$ cat src/rtl/rc4_pkg.sv
`default_nettype none
// ============================================================================
//  Module : rc4_pkg
//  Brief  : Shared types and constants for the RC4 key-search phase sequencer.
//  Rev    : 1.0  initial release
// ============================================================================
package rc4_pkg;

    localparam int S_AW    = 8;
    localparam int S_DW    = 8;
    localparam int N_CL    = 3;

    localparam int CL_INIT = 0;
    localparam int CL_KSA  = 1;
    localparam int CL_PRGA = 2;

    typedef enum logic [3:0] {
        ST_IDLE     = 4'd0,
        ST_CLEAR    = 4'd1,
        ST_SETTLE   = 4'd2,
        ST_INIT     = 4'd3,
        ST_KSA      = 4'd4,
        ST_PRGA     = 4'd5,
        ST_NEXT_KEY = 4'd6,
        ST_FOUND    = 4'd7,
        ST_FAIL     = 4'd8
    } state_t;

endpackage
`default_nettype wire

$ cat src/rtl/s_mem_mux.sv
`default_nettype none
// ============================================================================
//  Module : s_mem_mux
//  Brief  : Combinational 3:1 grant mux onto the single-port S-memory.
//  Rev    : 1.0  initial release
// ============================================================================
module s_mem_mux
    import rc4_pkg::*;
(
    input  logic [N_CL-1:0]      i_grant,
    input  logic [N_CL*S_AW-1:0] i_addr,
    input  logic [N_CL*S_DW-1:0] i_wrdata,
    input  logic [N_CL-1:0]      i_wren,
    output logic [S_AW-1:0]      o_addr,
    output logic [S_DW-1:0]      o_wrdata,
    output logic                 o_wren
);

    // Grant is one-hot; with no grant the memory sees a benign idle access.
    always_comb begin
        o_addr   = '0;
        o_wrdata = '0;
        o_wren   = 1'b0;
        if (i_grant[CL_INIT]) begin
            o_addr   = i_addr[CL_INIT*S_AW +: S_AW];
            o_wrdata = i_wrdata[CL_INIT*S_DW +: S_DW];
            o_wren   = i_wren[CL_INIT];
        end else if (i_grant[CL_KSA]) begin
            o_addr   = i_addr[CL_KSA*S_AW +: S_AW];
            o_wrdata = i_wrdata[CL_KSA*S_DW +: S_DW];
            o_wren   = i_wren[CL_KSA];
        end else if (i_grant[CL_PRGA]) begin
            o_addr   = i_addr[CL_PRGA*S_AW +: S_AW];
            o_wrdata = i_wrdata[CL_PRGA*S_DW +: S_DW];
            o_wren   = i_wren[CL_PRGA];
        end
    end

endmodule
`default_nettype wire

$ cat src/rtl/rc4_phase_sequencer.sv
`default_nettype none
// ============================================================================
//  Module : rc4_phase_sequencer
//  Brief  : Runs S-init, KSA and PRGA engines in order, owns the S-memory
//           grant, the brute-force key counter and the per-phase watchdog.
//  Rev    : 1.0  initial release
// ============================================================================
module rc4_phase_sequencer
    import rc4_pkg::*;
#(
    parameter int               KEY_W    = 24,
    parameter logic [KEY_W-1:0] KEY_MAX  = KEY_W'(24'h3FFFFF),
    parameter int               WDOG_CYC = 8192
) (
    input  logic                 clk,
    input  logic                 rst,
    input  logic                 start,
    input  logic [KEY_W-1:0]     key_init,
    input  logic                 brute_en,
    output logic [N_CL-1:0]      en,
    output logic                 phase_clr,
    input  logic [N_CL-1:0]      cl_done,
    input  logic [N_CL*S_AW-1:0] cl_addr,
    input  logic [N_CL*S_DW-1:0] cl_wrdata,
    input  logic [N_CL-1:0]      cl_wren,
    input  logic                 prga_ok,
    output logic [S_AW-1:0]      s_addr,
    output logic [S_DW-1:0]      s_wrdata,
    output logic                 s_wren,
    output logic [KEY_W-1:0]     key_out,
    output logic                 busy,
    output logic                 found,
    output logic                 exhausted,
    output logic                 timeout
);

    localparam int WD_W = $clog2(WDOG_CYC + 1);
    localparam logic [WD_W-1:0] C_WDOG_LAST = WD_W'(WDOG_CYC - 1);

    state_t           r_state_q,   w_state_d;
    logic [KEY_W-1:0] r_key_q,     w_key_d;
    logic [WD_W-1:0]  r_wdog_q,    w_wdog_d;
    logic             r_timeout_q, w_timeout_d;
    logic [N_CL-1:0]  w_en;
    logic             w_phase_clr;
    logic             w_in_phase;
    logic             w_done;

    always_ff @(posedge clk) begin
        if (rst) begin
            r_state_q   <= ST_IDLE;
            r_key_q     <= '0;
            r_wdog_q    <= '0;
            r_timeout_q <= 1'b0;
        end else begin
            r_state_q   <= w_state_d;
            r_key_q     <= w_key_d;
            r_wdog_q    <= w_wdog_d;
            r_timeout_q <= w_timeout_d;
        end
    end

    always_comb begin
        w_state_d   = r_state_q;
        w_key_d     = r_key_q;
        w_timeout_d = r_timeout_q;
        w_wdog_d    = '0;
        w_en        = '0;
        w_phase_clr = 1'b0;
        w_in_phase  = 1'b0;
        w_done      = 1'b0;

        case (r_state_q)
            ST_IDLE, ST_FOUND, ST_FAIL: begin
                if (start) begin
                    w_state_d   = ST_CLEAR;
                    w_key_d     = key_init;
                    w_timeout_d = 1'b0;
                end
            end
            ST_CLEAR: begin
                w_phase_clr = 1'b1;
                w_state_d   = ST_SETTLE;
            end
            // Dead cycle so clients can drop their done flags after the clear.
            ST_SETTLE: w_state_d = ST_INIT;
            ST_INIT: begin
                w_en[CL_INIT] = 1'b1;
                w_in_phase    = 1'b1;
                w_done        = cl_done[CL_INIT];
                if (w_done) w_state_d = ST_KSA;
            end
            ST_KSA: begin
                w_en[CL_KSA] = 1'b1;
                w_in_phase   = 1'b1;
                w_done       = cl_done[CL_KSA];
                if (w_done) w_state_d = ST_PRGA;
            end
            ST_PRGA: begin
                w_en[CL_PRGA] = 1'b1;
                w_in_phase    = 1'b1;
                w_done        = cl_done[CL_PRGA];
                if (w_done) begin
                    if (prga_ok)                                w_state_d = ST_FOUND;
                    else if (!brute_en || r_key_q == KEY_MAX)   w_state_d = ST_FAIL;
                    else                                        w_state_d = ST_NEXT_KEY;
                end
            end
            ST_NEXT_KEY: begin
                w_key_d   = r_key_q + 1'b1;
                w_state_d = ST_CLEAR;
            end
            default: w_state_d = ST_IDLE;
        endcase

        // Counter restarts at zero on every phase entry; expiry fires on the
        // WDOG_CYC-th cycle spent in one phase without a granted done.
        if (w_in_phase && !w_done) begin
            if (r_wdog_q == C_WDOG_LAST) begin
                w_state_d   = ST_FAIL;
                w_timeout_d = 1'b1;
            end else begin
                w_wdog_d = r_wdog_q + 1'b1;
            end
        end
    end

    s_mem_mux u_s_mem_mux (
        .i_grant  (w_en),
        .i_addr   (cl_addr),
        .i_wrdata (cl_wrdata),
        .i_wren   (cl_wren),
        .o_addr   (s_addr),
        .o_wrdata (s_wrdata),
        .o_wren   (s_wren)
    );

    assign en        = w_en;
    assign phase_clr = w_phase_clr;
    assign key_out   = r_key_q;
    assign busy      = (r_state_q != ST_IDLE) && (r_state_q != ST_FOUND) && (r_state_q != ST_FAIL);
    assign found     = (r_state_q == ST_FOUND);
    assign exhausted = (r_state_q == ST_FAIL);
    assign timeout   = r_timeout_q;

endmodule
`default_nettype wire

$ cat config.mk
export PLATFORM = sky130hd
export DESIGN_NAME = rc4_phase_sequencer
export DESIGN_NICKNAME = d
export VERILOG_FILES = /design/src/rtl/rc4_pkg.sv /design/src/rtl/s_mem_mux.sv /design/src/rtl/rc4_phase_sequencer.sv
export SDC_FILE = /design/constraint.sdc
export NUM_CORES = 1
export LEC_CHECK = 0
export ABC_AREA = 1
export ABC_CLOCK_PERIOD_IN_PS = 4840
export CAP_MARGIN = 20
export CORE_UTILIZATION = 47
export DETAILED_ROUTE_END_ITERATION = 10
export GPL_ROUTABILITY_DRIVEN = 0
export PLACE_DENSITY = 0.84
export SLEW_MARGIN = 5
export SYNTH_ARGS = -nofsm -noshare
export SYNTH_HDL_FRONTEND = slang
export SYNTH_SLANG_ARGS = --single-unit
$ cat constraint.sdc
create_clock -name clk -period 4.84 [get_ports clk]
set_clock_uncertainty 0.05 [all_clocks]
set_input_delay 0.726 -clock clk [delete_from_list [all_inputs] [get_ports clk]]
set_output_delay 0.726 -clock clk [all_outputs]
set_load 0.05 [all_outputs]
==> results.json, run 1 <==
{
  "numPortBuffers": 131,
  "irDropWorstVdd_mv": 0.180,
  "avgSynthCellArea_um2": 6.13,
  "synth_nets": 594,
  "power.density_nw_per_um2": 252,
  "grtUsageTotal_pct": 27.5,
  "final_cell_mix": "nand2_1 (175), clkdlybuf4s50_1 (131), nor2_1 (71)",
  "status": "completed",
  "die_area_um2": 6970,
  "grt_pass1_wl_mm": 15.8,
  "wirelength_mm": 9.58,
  "grt_pass1_vias": 3605,
  "die_x_um": 83.5,
  "finalHoldViolCount": 0,
  "combPwrFrac_pct": 37.2,
  "insertion_delay_ps": 300,
  "slew_viol_final": 0,
  "ctsHoldBuffers": 0,
  "drc": 0,
  "tightest_slew_ps": 601,
  "num_rows": 29,
  "ys_seq_elements": 43,
  "power_frac_clock_pct": 26.2,
  "syn_area_um2": 3120,
  "cap_violations": 0,
  "nFillCells": 517,
  "ant_nets": 0,
  "synth_edf_count": 0,
  "critPathKind": "flop to output pin",
  "rsz0062_at_grt": "false",
  "async_reset_ff_share_pct": 0,
  "htree_levels": 2,
  "p_leak_nw": 1.74,
  "antenna_found_initial": 0,
  "postCtsSetupRepairBufs": 0,
  "synthFlopType": "dfxtp_1",
  "ctsRootBufferMaster": "clkbuf_8",
  "design_area_um2": 4550,
  "cp.arrival_ps": 2620,
  "gr-total-overflow": 0,
  "hold_class": "flop to flop",
  "post_cts_resized": 0,
  "cts_buffers": 5,
  "layout_commonest_cell": "nand2_1",
  "setup_viol": 0,
  "clockBufferDepth": 2,
  "cts_tree": "yes",
  "whs_ps": 413,
  "layout_worst_path_cycle_share_pct": 70.1,
  "p_int_w": 0.000718,
  "synth_seq_area_share_pct": 27.6,
  "dp_slack_ps": 1530,
  "drive_gt1_share_pct": 8.99,
  "timing.fmax_ghz": 0.295,
  "yosysWarnings": 0,
  "critPathMaxFanout": 21,
  "clkTransAtPathRegs_ps": 80,
  "seqPwrFrac_pct": 36.6,
  "dieHeight_um": 83.5,
  "pin_count": 132,
  "relSlewSlack_pct": 59.9,
  "drt_iter0_drc": 220,
  "design.core.area_um2": 6390,
  "final_core_util_pct": 71.2,
  "nets": 718,
  "drt-vias-per-instance": 5.29,
  "antenna_cells": 0,
  "netSwitchingFraction_pct": 37.4,
  "cp-end-kind": "output pin",
  "required_ps": 4060,
  "syn_inst": 509,
  "syn2layout_area_growth_pct": 45.7,
  "initial_utilization_pct": 48.9,
  "crit_path_start_kind": "flop",
  "cts_num_sinks": 43,
  "vias": 3761,
  "detailed_place.area_um2": 4420,
  "dp_hpwl_mm": 7.54,
  "fin_ws_ps": 1450,
  "synth.distinct_cells": 48,
  "period_minus_slack_ps": 3390,
  "switchingPower_w": 0.000430,
  "grt_max_degree": 29,
  "tns_ps": 0,
  "wire_per_inst_um": 13.5,
  "drtPass1Iterations": 4
}
## layer usage
| layer | global-route usage [%] | wire length [µm] | vias up |
|---|---|---|---|
| li1 | - | - | 1868 |
| met1 | 30.8 | 3770 | 1711 |
| met2 | 51.1 | 4850 | 158 |
| met3 | 5.04 | 679 | 24 |
| met4 | 11.1 | 282 | 0 |
| met5 | 0 | 0 | - |
## sequential cells by signal, indices dropped and copies added, names as in the netlist
signal,count
r_state_q,4
key_out,24
timeout,1
r_wdog_q,14
## synth_stat cells, types with 3 or more instances
cell | count | area [µm²]
o21ai_0 | 11 | 55.1
or2_2 | 4 | 25.0
nand3_1 | 46 | 230
a31oi_1 | 5 | 31.3
inv_1 | 41 | 154
buf_2 | 4 | 20.0
a21oi_2 | 6 | 52.6
clkbuf_1 | 4 | 15.0
nor3_1 | 11 | 55.1
nor2_2 | 16 | 100
a21oi_1 | 12 | 60.1
nand2_1 | 175 | 657
dfxtp_1 | 43 | 861
nand4_1 | 4 | 25.0
nand2_2 | 4 | 25.0
o211ai_1 | 3 | 22.5
xor2_1 | 5 | 43.8
nand3b_1 | 5 | 37.5
nor2_1 | 71 | 267
## final cells by class
type / instances / area, µm² / area share, %
clock inverter: 2 / 35.0 / 0.770
tap: 77 / 96.3 / 2.12
sequential: 43 / 861 / 18.9
multi-input combinational: 404 / 1960 / 43.2
timing repair buffer: 133 / 1330 / 29.2
clock buffer: 6 / 82.6 / 1.82
inverter: 46 / 180 / 3.96
## path summary, 6_finish.rpt
path | start | slack, ps | depth (start not counted) | endpoint
hold / removal | r_wdog_q[0] | 410 | 1 | r_wdog_q[0]
setup reg to reg | r_state_q[3] | 2810 | 11 | r_wdog_q[2]
hold reg to reg | r_wdog_q[0] | 410 | 1 | r_wdog_q[0]
setup / recovery | r_state_q[2] | 1450 | 7 | s_addr[0]
## critical path: stages (launching register included)
cell and delay [ps]:
dfxtp_1 370, inv_1 80, nor2_2 180, nand2_1 120, inv_1 470, nand2_1 180, nand3_1 110, clkdlybuf4s50_1 800
## power by group through the flow
stage	sequential [W]	clock [W]	combinational [W]
after detailed placement	0.000427	0	0.000426
after global routing	0.000424	0.000318	0.000455
after global placement	0.000425	0	0.000421
after CTS	0.000418	0.000304	0.000428
final	0.000420	0.000300	0.000428
after floorplan	0.000498	0	0.000197
## per-stage QoR
step           power [W]  std cells
3_5_place_dp    0.000853        702
4_1_cts          0.00115        710
2_1_floorplan   0.000695        509
6_report         0.00115        711
5_1_grt          0.00120        711
3_3_place_gp    0.000846        702
## cell families (layout without fill, tap and decap cells)
| group | after synthesis | in the layout | share of synthesized area, % |
|---|---|---|---|
| buffers and inverters | 62 | 187 | 9.50 |
| AO/OA/AOI/OAI | 45 | 45 | 9.22 |
| XOR/XNOR | 7 | 7 | 1.96 |
| adder cells (fa/ha/maj) | 2 | 2 | 0.801 |
| AND/OR/NAND/NOR | 350 | 350 | 50.9 |
| flip-flops | 43 | 43 | 27.6 |
Power figures use the tool's default switching activity.
==> inputs of run 2 (changes only) <==
--- a/config.mk
+++ b/config.mk
@@ -6,12 +6,12 @@
 export NUM_CORES = 1
 export LEC_CHECK = 0
 export ABC_AREA = 1
-export ABC_CLOCK_PERIOD_IN_PS = 4840
+export ABC_CLOCK_PERIOD_IN_PS = 3400
 export CAP_MARGIN = 20
-export CORE_UTILIZATION = 47
+export CORE_UTILIZATION = 43
 export DETAILED_ROUTE_END_ITERATION = 10
 export GPL_ROUTABILITY_DRIVEN = 0
-export PLACE_DENSITY = 0.84
+export PLACE_DENSITY = 0.78
 export SLEW_MARGIN = 5
 export SYNTH_ARGS = -nofsm -noshare
 export SYNTH_HDL_FRONTEND = slang
==> constraint.sdc (replaced) <==
create_clock -name clk -period 3.4 [get_ports clk]
set_clock_uncertainty 0.05 [all_clocks]
set_input_delay 0.51 -clock clk [delete_from_list [all_inputs] [get_ports clk]]
set_output_delay 0.51 -clock clk [all_outputs]
set_load 0.05 [all_outputs]
==> run 2 against run 1 <==
  * Final cell count grew 2.7%
  * Non-clock buffer count is the same
  * Critical endpoint is now s_wrdata[4]
  * Via count shrank 2.5%
  * Global-route usage shrank 2.4 points
  * Design area shrank 0.36%
  * Sequential share of layout area grew 0.068 points
  * Count of clock-buffer cells in the layout grew 1
  * Sequential power grew 42%
  * Critical path depth shrank 1
==> results.json, run 2 (same netlist as run 1, synthesis figures left out) <==
{
  "cts_tree": "yes",
  "slew_viol_final": 0,
  "design_area_um2": 4530,
  "syn2layout_area_growth_pct": 45.2,
  "grt_pass1_vias": 3440,
  "nFillCells": 646,
  "pin_count": 132,
  "htree_levels": 2,
  "wire_per_inst_um": 13.0,
  "drive_gt1_share_pct": 8.68,
  "antenna_found_initial": 0,
  "grtUsageTotal_pct": 25.2,
  "cp.arrival_ps": 2540,
  "dp_slack_ps": 629,
  "clkTransAtPathRegs_ps": 80,
  "cts_num_sinks": 43,
  "irDropWorstVdd_mv": 0.154,
  "setup_viol": 0,
  "wirelength_mm": 9.52,
  "ctsHoldBuffers": 0,
  "dp_hpwl_mm": 7.54,
  "antenna_cells": 0,
  "detailed_place.area_um2": 4450,
  "num_rows": 30,
  "crit_path_start_kind": "flop",
  "fin_ws_ps": 299,
  "cap_violations": 0,
  "tns_ps": 0,
  "layout_commonest_cell": "nand2_1",
  "final_core_util_pct": 65.6,
  "layout_worst_path_cycle_share_pct": 91.2,
  "grt_max_degree": 29,
  "nets": 718,
  "ant_nets": 0,
  "final_cell_mix": "nand2_1 (175), clkdlybuf4s50_1 (131), nor2_1 (71)",
  "finalHoldViolCount": 0,
  "tightest_slew_ps": 624,
  "drt-vias-per-instance": 5.02,
  "clockBufferDepth": 2,
  "power.density_nw_per_um2": 338,
  "gr-total-overflow": 0,
  "critPathKind": "flop to output pin",
  "initial_utilization_pct": 45.2,
  "drt_iter0_drc": 173,
  "hold_class": "flop to flop",
  "grt_pass1_wl_mm": 15.0,
  "drtPass1Iterations": 5,
  "status": "completed",
  "dieHeight_um": 87.2,
  "cp-end-kind": "output pin",
  "post_cts_resized": 0,
  "die_area_um2": 7600,
  "design.core.area_um2": 6910,
  "timing.fmax_ghz": 0.322,
  "stdcell_count": 730,
  "placedCellCount": 722,
  "numPortBuffers": 131,
  "die_x_um": 87.2,
  "period_minus_slack_ps": 3100,
  "insertion_delay_ps": 310,
  "drc": 0,
  "vias": 3666,
  "ctsRootBufferMaster": "clkbuf_8",
  "required_ps": 2840,
  "rsz0062_at_grt": "false",
  "cts_buffers": 5,
  "postCtsSetupRepairBufs": 0,
  "largest_register_ff_count": 24,
  "relSlewSlack_pct": 58.3,
  "p_leak_nw": 1.72,
  "critPathMaxFanout": 21
}
[run 2: final cells by class]
type                            count  area (µm²)  share of cell area, %
Multi-Input combinational cell    404        1960                   43.3
Timing Repair Buffer              133        1330                   29.3
Sequential cell                    43         861                   19.0
Inverter                           46         180                   3.97
Tap cell                           96         120                   2.65
Clock buffer                        7        76.3                   1.68
Clock inverter                      1        5.00                  0.110
[run 2: through the flow]
stage	hold slack, ps	power, W
after floorplan	377	0.000990
after global placement	389	0.00121
after detailed placement	392	0.00122
after CTS	412	0.00154
after global routing	439	0.00160
final	407	0.00153
[run 2: where the power goes]
part	internal [W]	total, W	switching, W
clock	0.000145	0.000328	0.000183
sequential	0.000543	0.000597	0.0000540
combinational	0.000242	0.000609	0.000368
total	0.000929	0.00153	0.000605
[run 2: critical path, stage by stage, from the launching register on]
cell and delay [ps]:
dfxtp_1 390, nor2_2 200, nand2_1 130, inv_1 490, nand2_1 120, nand3_1 100
clkdlybuf4s50_1 810
[run 2: layer usage]
| layer | global-route usage [%] | up-vias | wire, µm |
|---|---|---|---|
| met4 | 9.99 | 0 | 256 |
| met5 | 0 | - | 0 |
| met3 | 5.21 | 26 | 713 |
| li1 | - | 1864 | - |
| met2 | 46.1 | 158 | 4730 |
| met1 | 28.4 | 1618 | 3830 |
[run 2: final timing paths]
path                                    from     endpoint  slack (ps)  cells past startpoint
worst max-delay path            r_state_q[3]  s_wrdata[4]         300                      6
worst max register to register  r_state_q[3]   key_out[1]        1430                      7
worst min register to register   r_wdog_q[0]  r_wdog_q[0]         410                      1
worst min-delay path             r_wdog_q[0]  r_wdog_q[0]         410                      1
==> inputs of run 3 (changes only) <==
--- a/config.mk
+++ b/config.mk
@@ -11,7 +11,7 @@
 export CORE_UTILIZATION = 43
 export DETAILED_ROUTE_END_ITERATION = 10
 export GPL_ROUTABILITY_DRIVEN = 0
-export PLACE_DENSITY = 0.78
+export PLACE_DENSITY = 0.85
 export SLEW_MARGIN = 5
 export SYNTH_ARGS = -nofsm -noshare
 export SYNTH_HDL_FRONTEND = slang
==> run 3 against run 2 <==
  * Global-route usage rose by 0.68 points
  * Non-clock buffer count did not move
  * Critical path depth rose by 1
  * Worst hold slack improved by 5.9 ps
  * Final cell count did not move
  * Wire length rose by 2.2%
  * Maximum frequency fell by 0.93%
  * Sequential share of layout area barely moved
  * Sequential cell count did not move
  * Setup slack got worse by 29 ps
  * Largest power group unchanged
==> results.json, run 3 (same netlist as run 1, synthesis figures left out) <==
{
  "grt_pass1_wl_mm": 15.5,
  "dieHeight_um": 87.2,
  "pin_count": 132,
  "slowest_delay_ps": 810,
  "whs_ps": 413,
  "ctsRootBufferMaster": "clkbuf_8",
  "antenna_found_initial": 0,
  "critPathKind": "flop to output pin",
  "design_area_um2": 4540,
  "power_frac_clock_pct": 21.2,
  "ant_nets": 0,
  "hold_class": "flop to flop",
  "drive_gt1_share_pct": 8.99,
  "initial_utilization_pct": 45.2,
  "ctsHoldBuffers": 0,
  "nFillCells": 635,
  "cap_violations": 0,
  "relSlewSlack_pct": 59.0,
  "slew_viol_final": 0,
  "combPwrFrac_pct": 39.8,
  "grt_pass1_vias": 3481,
  "clockBufferDepth": 2,
  "drt-vias-per-instance": 5.11,
  "irDropWorstVdd_mv": 0.174,
  "p_int_w": 0.000925,
  "cts_num_sinks": 43,
  "rsz0062_at_grt": "false",
  "cts_buffers": 5,
  "design.core.area_um2": 6910,
  "cp.arrival_ps": 2570,
  "grtUsageTotal_pct": 25.8,
  "period_minus_slack_ps": 3130,
  "detailed_place.area_um2": 4450,
  "gr-total-overflow": 0,
  "drc": 0,
  "p_leak_nw": 1.73,
  "syn2layout_area_growth_pct": 45.3,
  "grt_max_degree": 29,
  "slowest_stage": "clkdlybuf4s50_1",
  "seqPwrFrac_pct": 38.9,
  "die_x_um": 87.2,
  "htree_levels": 2,
  "wire_per_inst_um": 13.3,
  "status": "completed",
  "power.density_nw_per_um2": 339,
  "critPathMaxFanout": 21,
  "clkTransAtPathRegs_ps": 80,
  "crit_chain": "inv_1, nor2_2, nand2_1, inv_1, nand2_1, nand3_1, clkdlybuf4s50_1",
  "antenna_cells": 0,
  "numPortBuffers": 131,
  "drt_iter0_drc": 218,
  "cts_tree": "yes",
  "finalHoldViolCount": 0,
  "die_area_um2": 7600,
  "drtPass1Iterations": 5,
  "largest_register_ff_count": 24,
  "nets": 718,
  "num_rows": 30,
  "required_ps": 2840,
  "vias": 3728,
  "tightest_slew_ps": 615,
  "cp-end-kind": "output pin",
  "rrSetupSlack_ps": 1390,
  "layout_commonest_cell": "nand2_1",
  "setup_viol": 0,
  "layout_worst_path_cycle_share_pct": 92.1,
  "switchingPower_w": 0.000614,
  "netSwitchingFraction_pct": 39.9,
  "tns_ps": 0,
  "postCtsSetupRepairBufs": 0,
  "post_cts_resized": 0,
  "crit_path_start_kind": "flop",
  "timing.fmax_ghz": 0.319,
  "final_cell_mix": "nand2_1 (175), clkdlybuf4s50_1 (131), nor2_1 (71)",
  "wirelength_mm": 9.74,
  "dp_hpwl_mm": 7.67,
  "insertion_delay_ps": 300
}
run 3: area by class of cell:
type | instances | area (µm²) | area share (%)
clock buffers | 5 | 68.8 | 1.52
clock inverters | 3 | 15.0 | 0.331
inverters | 46 | 180 | 3.97
multi-input cells | 404 | 1960 | 43.3
flip-flops and latches | 43 | 861 | 19.0
well taps | 96 | 120 | 2.65
repair buffers | 133 | 1330 | 29.2
run 3: through the flow:
step / total power, W / std cells / setup WS, ps / util, %
floorplan: 0.000990 / 509 / 940 / -
global placement: 0.00121 / 722 / 713 / 64.5
detailed placement: 0.00122 / 722 / 602 / 64.5
CTS: 0.00154 / 730 / 260 / 65.7
global route: 0.00160 / 730 / 18.6 / 65.7
finish: 0.00154 / 730 / 270 / 65.7
run 3: per-layer routing:
metal / global-route usage, % / vias up / routed length (µm)
met4: 11.2 / 0 / 291
met5: 0 / - / 0
li1: - / 1863 / -
met1: 28.9 / 1648 / 3840
met3: 4.74 / 29 / 702
met2: 47.7 / 188 / 4900
run 3: worst max-delay path, delay by kind of cell (launching register included):
| kind | cells | cell delay, ps |
|---|---|---|
| buffers and inverters | 3 | 1360 |
| flip-flops | 1 | 370 |
| AND/OR/NAND/NOR | 4 | 530 |
run 3: path summary, 6_finish.rpt:
kind | from | to | cells past startpoint
min | r_wdog_q[0] | r_wdog_q[0] | 1
max reg2reg | r_state_q[3] | key_out[1] | 7
min reg2reg | r_wdog_q[0] | r_wdog_q[0] | 1
max | r_state_q[2] | s_addr[1] | 7
run 3: power by group through the flow:
stage	Combinational [W]	Sequential [W]	Clock (W)
2_1_floorplan	0.000280	0.000709	0
3_3_place_gp	0.000601	0.000605	0
3_5_place_dp	0.000614	0.000608	0
4_1_cts	0.000615	0.000596	0.000333
5_1_grt	0.000653	0.000604	0.000344
6_report	0.000613	0.000599	0.000327
